<file path="src/rtl/train_seq_ctrl.sv">
// train_seq_ctrl: training-loop sequencer driving fwd/bwd passes, weight update/commit and per-epoch lr decay
module train_seq_ctrl #(
  parameter int WIDTH    = 32,
  parameter int CNT_W    = 16,
  parameter int WB_LAT   = 2,
  parameter int DECAY_SH = 0
) (
  input  logic             clk,
  input  logic             rst,
  input  logic             i_start,
  input  logic             i_abort,
  input  logic [CNT_W-1:0] i_n_sample,
  input  logic [CNT_W-1:0] i_n_epoch,
  input  logic [WIDTH-1:0] i_lr,
  input  logic             i_fwd_done,
  input  logic             i_bwd_done,
  output logic             o_fwd_start,
  output logic             o_bwd_start,
  output logic             o_wb_en,
  output logic             o_wb_commit,
  output logic [WIDTH-1:0] o_lr,
  output logic [CNT_W-1:0] o_sample_idx,
  output logic [CNT_W-1:0] o_epoch_idx,
  output logic             o_busy,
  output logic             o_done
);
  typedef enum logic [2:0] {IDLE, FWD, BWD, WB, WAIT, COMMIT, DONE} state_t;
  localparam logic [3:0] LAT_M1 = 4'(WB_LAT > 0 ? WB_LAT - 1 : 0);
  state_t           r_state, w_next;
  logic [3:0]       r_cnt;
  logic [CNT_W-1:0] r_last_s, r_last_e, w_last_s, w_last_e, w_sample, w_epoch;
  logic [WIDTH-1:0] w_lr, w_lr_dec;
  assign w_lr_dec = DECAY_SH == 0 ? o_lr : o_lr - WIDTH'($signed(o_lr) >>> DECAY_SH);
  always_comb begin
    w_next   = r_state;
    w_sample = o_sample_idx;
    w_epoch  = o_epoch_idx;
    w_lr     = o_lr;
    w_last_s = r_last_s;
    w_last_e = r_last_e;
    if (i_abort && r_state != IDLE) w_next = IDLE;
    else
      case (r_state)
        IDLE:
          if (i_start && !i_abort) begin
            w_lr     = i_lr;
            w_sample = '0;
            w_epoch  = '0;
            w_last_s = i_n_sample - CNT_W'(1);
            w_last_e = i_n_epoch - CNT_W'(1);
            w_next   = (i_n_sample == '0 || i_n_epoch == '0) ? DONE : FWD;
          end
        // the start pulse marks the first cycle, where done is not yet trusted
        FWD:  w_next = (i_fwd_done && !o_fwd_start) ? BWD : FWD;
        BWD:  w_next = (i_bwd_done && !o_bwd_start) ? WB : BWD;
        WB:   w_next = WB_LAT > 0 ? WAIT : COMMIT;
        WAIT: w_next = r_cnt == 4'd0 ? COMMIT : WAIT;
        COMMIT:
          if (o_sample_idx < r_last_s) begin
            w_sample = o_sample_idx + CNT_W'(1);
            w_next   = FWD;
          end else if (o_epoch_idx < r_last_e) begin
            w_sample = '0;
            w_epoch  = o_epoch_idx + CNT_W'(1);
            w_lr     = w_lr_dec;
            w_next   = FWD;
          end else w_next = DONE;
        DONE:    w_next = IDLE;
        default: w_next = IDLE;
      endcase
  end
  always_ff @(posedge clk) begin
    if (rst) begin
      r_state      <= IDLE;
      r_cnt        <= '0;
      r_last_s     <= '0;
      r_last_e     <= '0;
      o_lr         <= '0;
      o_sample_idx <= '0;
      o_epoch_idx  <= '0;
      o_fwd_start  <= 1'b0;
      o_bwd_start  <= 1'b0;
      o_wb_en      <= 1'b0;
      o_wb_commit  <= 1'b0;
      o_busy       <= 1'b0;
      o_done       <= 1'b0;
    end else begin
      r_state      <= w_next;
      r_cnt        <= r_state == WB ? LAT_M1 : r_cnt - 4'(r_state == WAIT);
      r_last_s     <= w_last_s;
      r_last_e     <= w_last_e;
      o_lr         <= w_lr;
      o_sample_idx <= w_sample;
      o_epoch_idx  <= w_epoch;
      o_fwd_start  <= w_next == FWD && r_state != FWD;
      o_bwd_start  <= w_next == BWD && r_state != BWD;
      o_wb_en      <= w_next == WB;
      o_wb_commit  <= w_next == COMMIT;
      o_busy       <= w_next != IDLE;
      o_done       <= w_next == DONE;
    end
  end
endmodule

</file>
<file path="config.mk">
export PLATFORM = sky130hd
export DESIGN_NAME = train_seq_ctrl
export DESIGN_NICKNAME = d
export VERILOG_FILES = /design/src/rtl/train_seq_ctrl.sv
export SDC_FILE = /design/constraint.sdc
export NUM_CORES = 1
export LEC_CHECK = 0
export CAP_MARGIN = 5
export CORE_ASPECT_RATIO = 1.5
export CORE_MARGIN = 2
export CORE_UTILIZATION = 45
export DETAILED_ROUTE_END_ITERATION = 8
export GPL_TIMING_DRIVEN = 0
export PLACE_DENSITY_LB_ADDON = 0.3
export SLEW_MARGIN = 5
export SYNTH_ARGS = -nofsm -noshare
export SYNTH_HDL_FRONTEND = slang
export SYNTH_SLANG_ARGS = --single-unit
</file>
<file path="constraint.sdc">
create_clock -name clk -period 2.4 [get_ports clk]
set_clock_uncertainty 0.05 [all_clocks]
set_input_delay 0.48 -clock clk [delete_from_list [all_inputs] [get_ports clk]]
set_output_delay 0.48 -clock clk [all_outputs]
set_load 0.01 [all_outputs]
</file>
==> Word level (Yosys, flattened, before mapping) <==
Cells that the tools add are included.
{ "word_totals": {"elab_cells": 76, "reg_bits": 109, "inputBits": 70} }
{ "op_classes": {"n_lt_le_gt_ge": 2, "add_sub_neg": 5, "muxes": 17, "bitwise_logic": 1, "reduce_logical": 21, "n_eq_ne": 16} }
{ "ops": {"columns": ["op", "n"], "rows": [
  ["16-bit two-way mux", 5],
  ["16-bit one-hot mux with 2 select lines", 2],
  ["16-bit by 1-bit adder with 16-bit output (second input constant)", 2],
  ["16-bit zero test", 2],
  ["16-bit less-than comparator", 2],
  ["16-bit by 1-bit subtractor with 16-bit output (second input constant)", 2],
  ["3-bit one-hot mux with 6 select lines", 1],
  ["3-bit two-way mux", 5],
  ["3-bit by 2-bit equality test with 1-bit output (second input constant)", 4],
  ["3-bit equality test (second input constant)", 4],
  ["3-bit by 1-bit equality test with 1-bit output (second input constant)", 2],
  ["1-bit logical AND", 6],
  ["2-bit inequality test (second input constant)", 3],
  ["3-bit nonzero test", 2],
  ["5-bit AND reduction", 1],
  ["4-bit zero test", 1],
  ["4-bit AND reduction", 1],
  ["4-bit by 1-bit subtractor with 4-bit output", 1],
  ["1-bit zero test", 3],
  ["3-bit zero test", 1],
  ["1-bit two-way mux", 3],
  ["3-bit by 1-bit inequality test with 1-bit output (second input constant)", 1],
  ["3-bit by 2-bit inequality test with 1-bit output (second input constant)", 1],
  ["3-bit inequality test (second input constant)", 1],
  ["6 further kinds", 6]
]} }

==> Longest topological paths before layout <==
{ "logic_depth": {"ltp_word": 8, "mapped_depth": 10, "ltp_nobuf": 9} }

==> Worst setup path after synthesis <==
OpenSTA, ideal clock, no wires.
{ "synth_timing": {"path_kind": "register to register", "startpoint": "register o_sample_idx[14]", "endpoint": "register o_epoch_idx[10]", "setup_time_ns": 0.070, "synth_period_minus_slack_ns": 2.519, "arrival_time_ns": 2.398, "path_slack_ns": -0.119, "path_buffers": 1, "stages_incl_launch_ff": 9, "cell_sequence": "dfxtp_1 > ha_1 > nand4_1 > or4_4 > o21ai_4 > o221ai_2 > buf_2 > or3_1 > a21oi_1"} }
{ "synth_via": {"elab_chain_cells": 3} }
{ "synth_rtl": {"columns": ["element", "line_no", "text"], "rows": [
  ["from (decl)", "22", "output logic [CNT_W-1:0] o_sample_idx,"],
  ["from (signal assigned)", "93", "o_sample_idx <= w_sample;"],
  ["16-bit less-than comparator", "59", "if (o_sample_idx < r_last_s) begin"],
  ["2-bit inequality test (no line)", null, null],
  ["5-bit AND reduction (no line)", null, null],
  ["to (signal assigned)", "94", "o_epoch_idx <= w_epoch;"],
  ["to (decl)", "23", "output logic [CNT_W-1:0] o_epoch_idx,"]
]} }
Every way passes these cells.
A chain may end at the register's enable or synchronous reset.

==> Worst setup path after layout <==
{ "layout_timing": {"startpoint": "register o_epoch_idx[3]", "endpoint": "register o_sample_idx[2]"} }
{ "layout_via": {"elab_chain_cells": 3} }
{ "layout_rtl": {"columns": ["element", "line_no", "text"], "rows": [
  ["16-bit less-than comparator", "62", "end else if (o_epoch_idx < r_last_e) begin"],
  ["3-bit inequality test (no line)", null, null],
  ["4-bit AND reduction (no line)", null, null]
]} }
Every way passes these cells.

==> results_dict.tcl <==
set metrics [dict create \
    synth.net_count 833 \
    ys.flop_type "dfxtp_1" \
    whs_path_depth 2 \
    rows 50 \
    clock_latency_ns 0.35 \
    place_inst 1019 \
    die_width_um 96.69 \
    slew_viol_final 0 \
    peakVddDrop_mv 0.3158 \
    die_h_um 143.0 \
    cap_viol_max_count 0 \
    drc_errors 0 \
    hold_start "o_lr[10]$_SDFFE_PP0P_" \
    power.leakage_nw 3.018 \
    max_clock_freq_ghz 0.3704 \
    grt_start_max_net_pins 19 \
    reg2reg_slack_ns -0.30 \
    mappedNetlistArea_um2 5799 \
    place_congestion 0.8709 \
    rsz0062_at_grt "true" \
    cp-end-kind "flop" \
    final_antenna_net_count 0 \
    finalSetupViolCount 36 \
    numCtsBuffers 9 \
    worstPathRequired_ns 2.59 \
    grt_antenna_before_repair 0 \
    dp_hpwl_um 12290 \
    initial_utilization_pct 46.35 \
    grt_use_total_pct 24.12 \
    failed_checks "negative setup slack" \
    cts_max_level 3 \
    hp-class "reg -> reg" \
    status "finished, violations left" \
    synth_cells 725 \
    synth_cell_types 62 \
    vias 6116 \
    cts.clk_slew.worst_paths_ns 0.08 \
    fin_nets 1014 \
    portBuffers 138 \
    synth.avg_cell_area_um2 7.999 \
    slew_headroom_pct 53.98 \
    reg2reg_from "o_epoch_idx[3]$_SDFFE_PP0P_" \
    first_iter_violations 263 \
    r2r_cells 10 \
    cts_root_buf "clkbuf_16" \
    cts_max_path_buffers 2 \
    post_drt_via_cell_ratio 5.732 \
    first_pass_iters 5 \
    hold_viol_final 0 \
    cp.arrival_ns 2.89 \
    syn_to_final_growth_pct 49.00 \
    ios 140 \
    yosysSeqAreaShare_pct 37.63 \
    core_area_um2 12510 \
    worstMarginPinSlew_ns 0.6904 \
    dieArea_um2 13830 \
    final_core_utilization_pct 69.06 \
    antenna_cells 0 \
    crit_fanout 4 \
    ys_ff_latch 109 \
    r2r_end "o_sample_idx[2]$_SDFFE_PP0P_" \
    layout_common_cells "138 x clkdlybuf4s50_1, 102 x nand2_1, 70 x nor2_1, 70 x dfxtp_1, 59 x a21oi_1" \
    overflow 0 \
    yosys_warnings 0 \
    synth_edf_count 0 \
    fin_ws_ns -0.3001 \
    worstSetupPathType "reg -> reg" \
    final_common_cell "clkdlybuf4s50_1" \
    wire_per_inst_um 17.16 \
    grt_pass1_wl_um 27570 \
    synthArstFlopShare_pct 0 \
    finalNonFillerCells 1067 \
    clkSinkCount 109 \
    period_share_pct 112.5 \
    grt_pass1_vias 5957 \
    cts_hold_repair.buffers 0 \
    cts_tree "done" \
    cp-start-kind "flop" \
    drt_wl_total_um 18310 \
    holdPathEnd "o_lr[10]$_SDFFE_PP0P_" \
    pwr_density_cell_nw_per_um2 511.7 \
    drive_above_1_share_pct 20.86 \
    fin_crit_ns 2.700 \
]
## registers in the layout, indices dropped and copies added, names as in the netlist
name / cells
o_lr: 32
o_fwd_start: 1
o_busy: 1
o_wb_en: 1
o_epoch_idx: 16
r_last_e: 16
o_sample_idx: 16
o_wb_commit: 1
o_done: 1
r_last_s: 16
r_state: 3
o_bwd_start: 1
r_cnt: 4
## cell usage after synthesis, types with 9 or more instances
library cell | number | area [µm²]
nor3_1 | 11 | 55.05
xor2_1 | 12 | 105.1
nor4_1 | 9 | 56.30
or3_1 | 14 | 87.58
nor2_1 | 71 | 266.5
a21oi_1 | 72 | 360.4
dfxtp_1 | 109 | 2182
nand3_1 | 26 | 130.1
nand2_1 | 106 | 397.9
inv_1 | 44 | 165.2
ha_1 | 38 | 475.5
clkbuf_1 | 21 | 78.83
a211oi_1 | 31 | 232.7
xnor2_1 | 16 | 140.1
o21ai_0 | 20 | 100.1
## routing by layer
metal	GRT usage (%)	vias up	part of all wire (%)
met5	0	-	0
li1	-	2942	-
met4	10.67	0	4.7
met1	25.74	2831	37
met3	5.482	71	6.6
met2	45.14	272	52
## power by group
| group | internal, mW | switching (mW) | total, mW |
|---|---|---|---|
| Clock | 0.919 | 0.718 | 1.64 |
| Combinational | 0.407 | 0.441 | 0.849 |
| Sequential | 1.89 | 0.0491 | 1.94 |
| Total | 3.21 | 1.21 | 4.42 |
## metrics by stage
step	instance area (µm²)	total power, mW	setup WS, ns	hold WS (ns)	setup TNS [ns]
floorplan	5874	2.366	-0.0002200	0.3902	-0.0004396
global placement	7451	2.670	-0.7252	0.3905	-50.10
detailed placement	7451	2.682	-0.7634	0.3957	-49.59
CTS	8167	4.359	-0.1590	0.4065	-3.148
global route	8641	4.591	-0.3210	0.4205	-9.111
finish	8641	4.421	-0.3001	0.4053	-5.119
## critical path: stages, from the launching register on
cell	delay [ns]
dfxtp_4	0.36
ha_1	0.30
o21ai_1	0.07
a211o_1	0.27
o41ai_2	0.38
and4b_2	0.32
buf_4	0.15
o22ai_4	0.17
buf_6	0.14
nand3_1	0.10
mux2i_1	0.26
## cell type report
type,count,area [µm²]
Tap cell,156,195.2
Clock inverter,7,100.1
Timing Repair Buffer,171,1672
Sequential cell,109,2253
Clock buffer,9,225.2
Buffer,30,161.4
Inverter,45,168.9
Fill cell,972,3871
Multi-Input combinational cell,540,3865
## cells by family after synthesis
| kind of cell | Yosys count | share of synthesized area [%] |
|---|---|---|
| DFF | 109 | 37.63 |
| adders and majority gates | 38 | 8.199 |
| AOI/OAI and AO/OA | 179 | 20.56 |
| buffers and inverters | 76 | 5.005 |
| muxes | 3 | 0.5178 |
| and+or+nand+nor | 292 | 23.86 |
| xor gates and xnor gates | 28 | 4.229 |
## timing repair
item | 4_1_cts | 5_1_grt
buffers inserted | 16 | 15
gates cloned | 1 | 1
setup endpoints to repair | 104 | 51
pin swaps | 30 | 57
gates resized for setup | 68 | 106
## worst max path at each step
stage,end,start,slack [ns],cells past startpoint
finish,o_sample_idx[2]$_SDFFE_PP0P_,o_epoch_idx[3]$_SDFFE_PP0P_,-0.30,10
global route,o_sample_idx[2]$_SDFFE_PP0P_,o_epoch_idx[3]$_SDFFE_PP0P_,-0.32,10
CTS,o_epoch_idx[5]$_SDFFE_PP0P_,r_last_s[14]$_SDFFE_PP0P_,-0.16,8
detailed placement,o_done$_SDFF_PP0_,i_n_epoch[6],-0.76,8
global placement,o_done$_SDFF_PP0_,i_n_epoch[6],-0.73,8
floorplan,o_epoch_idx[5]$_SDFFE_PP0P_,o_sample_idx[8]$_SDFFE_PP0P_,-0.0002,7
No activity file was read; power rests on OpenSTA's default activity.
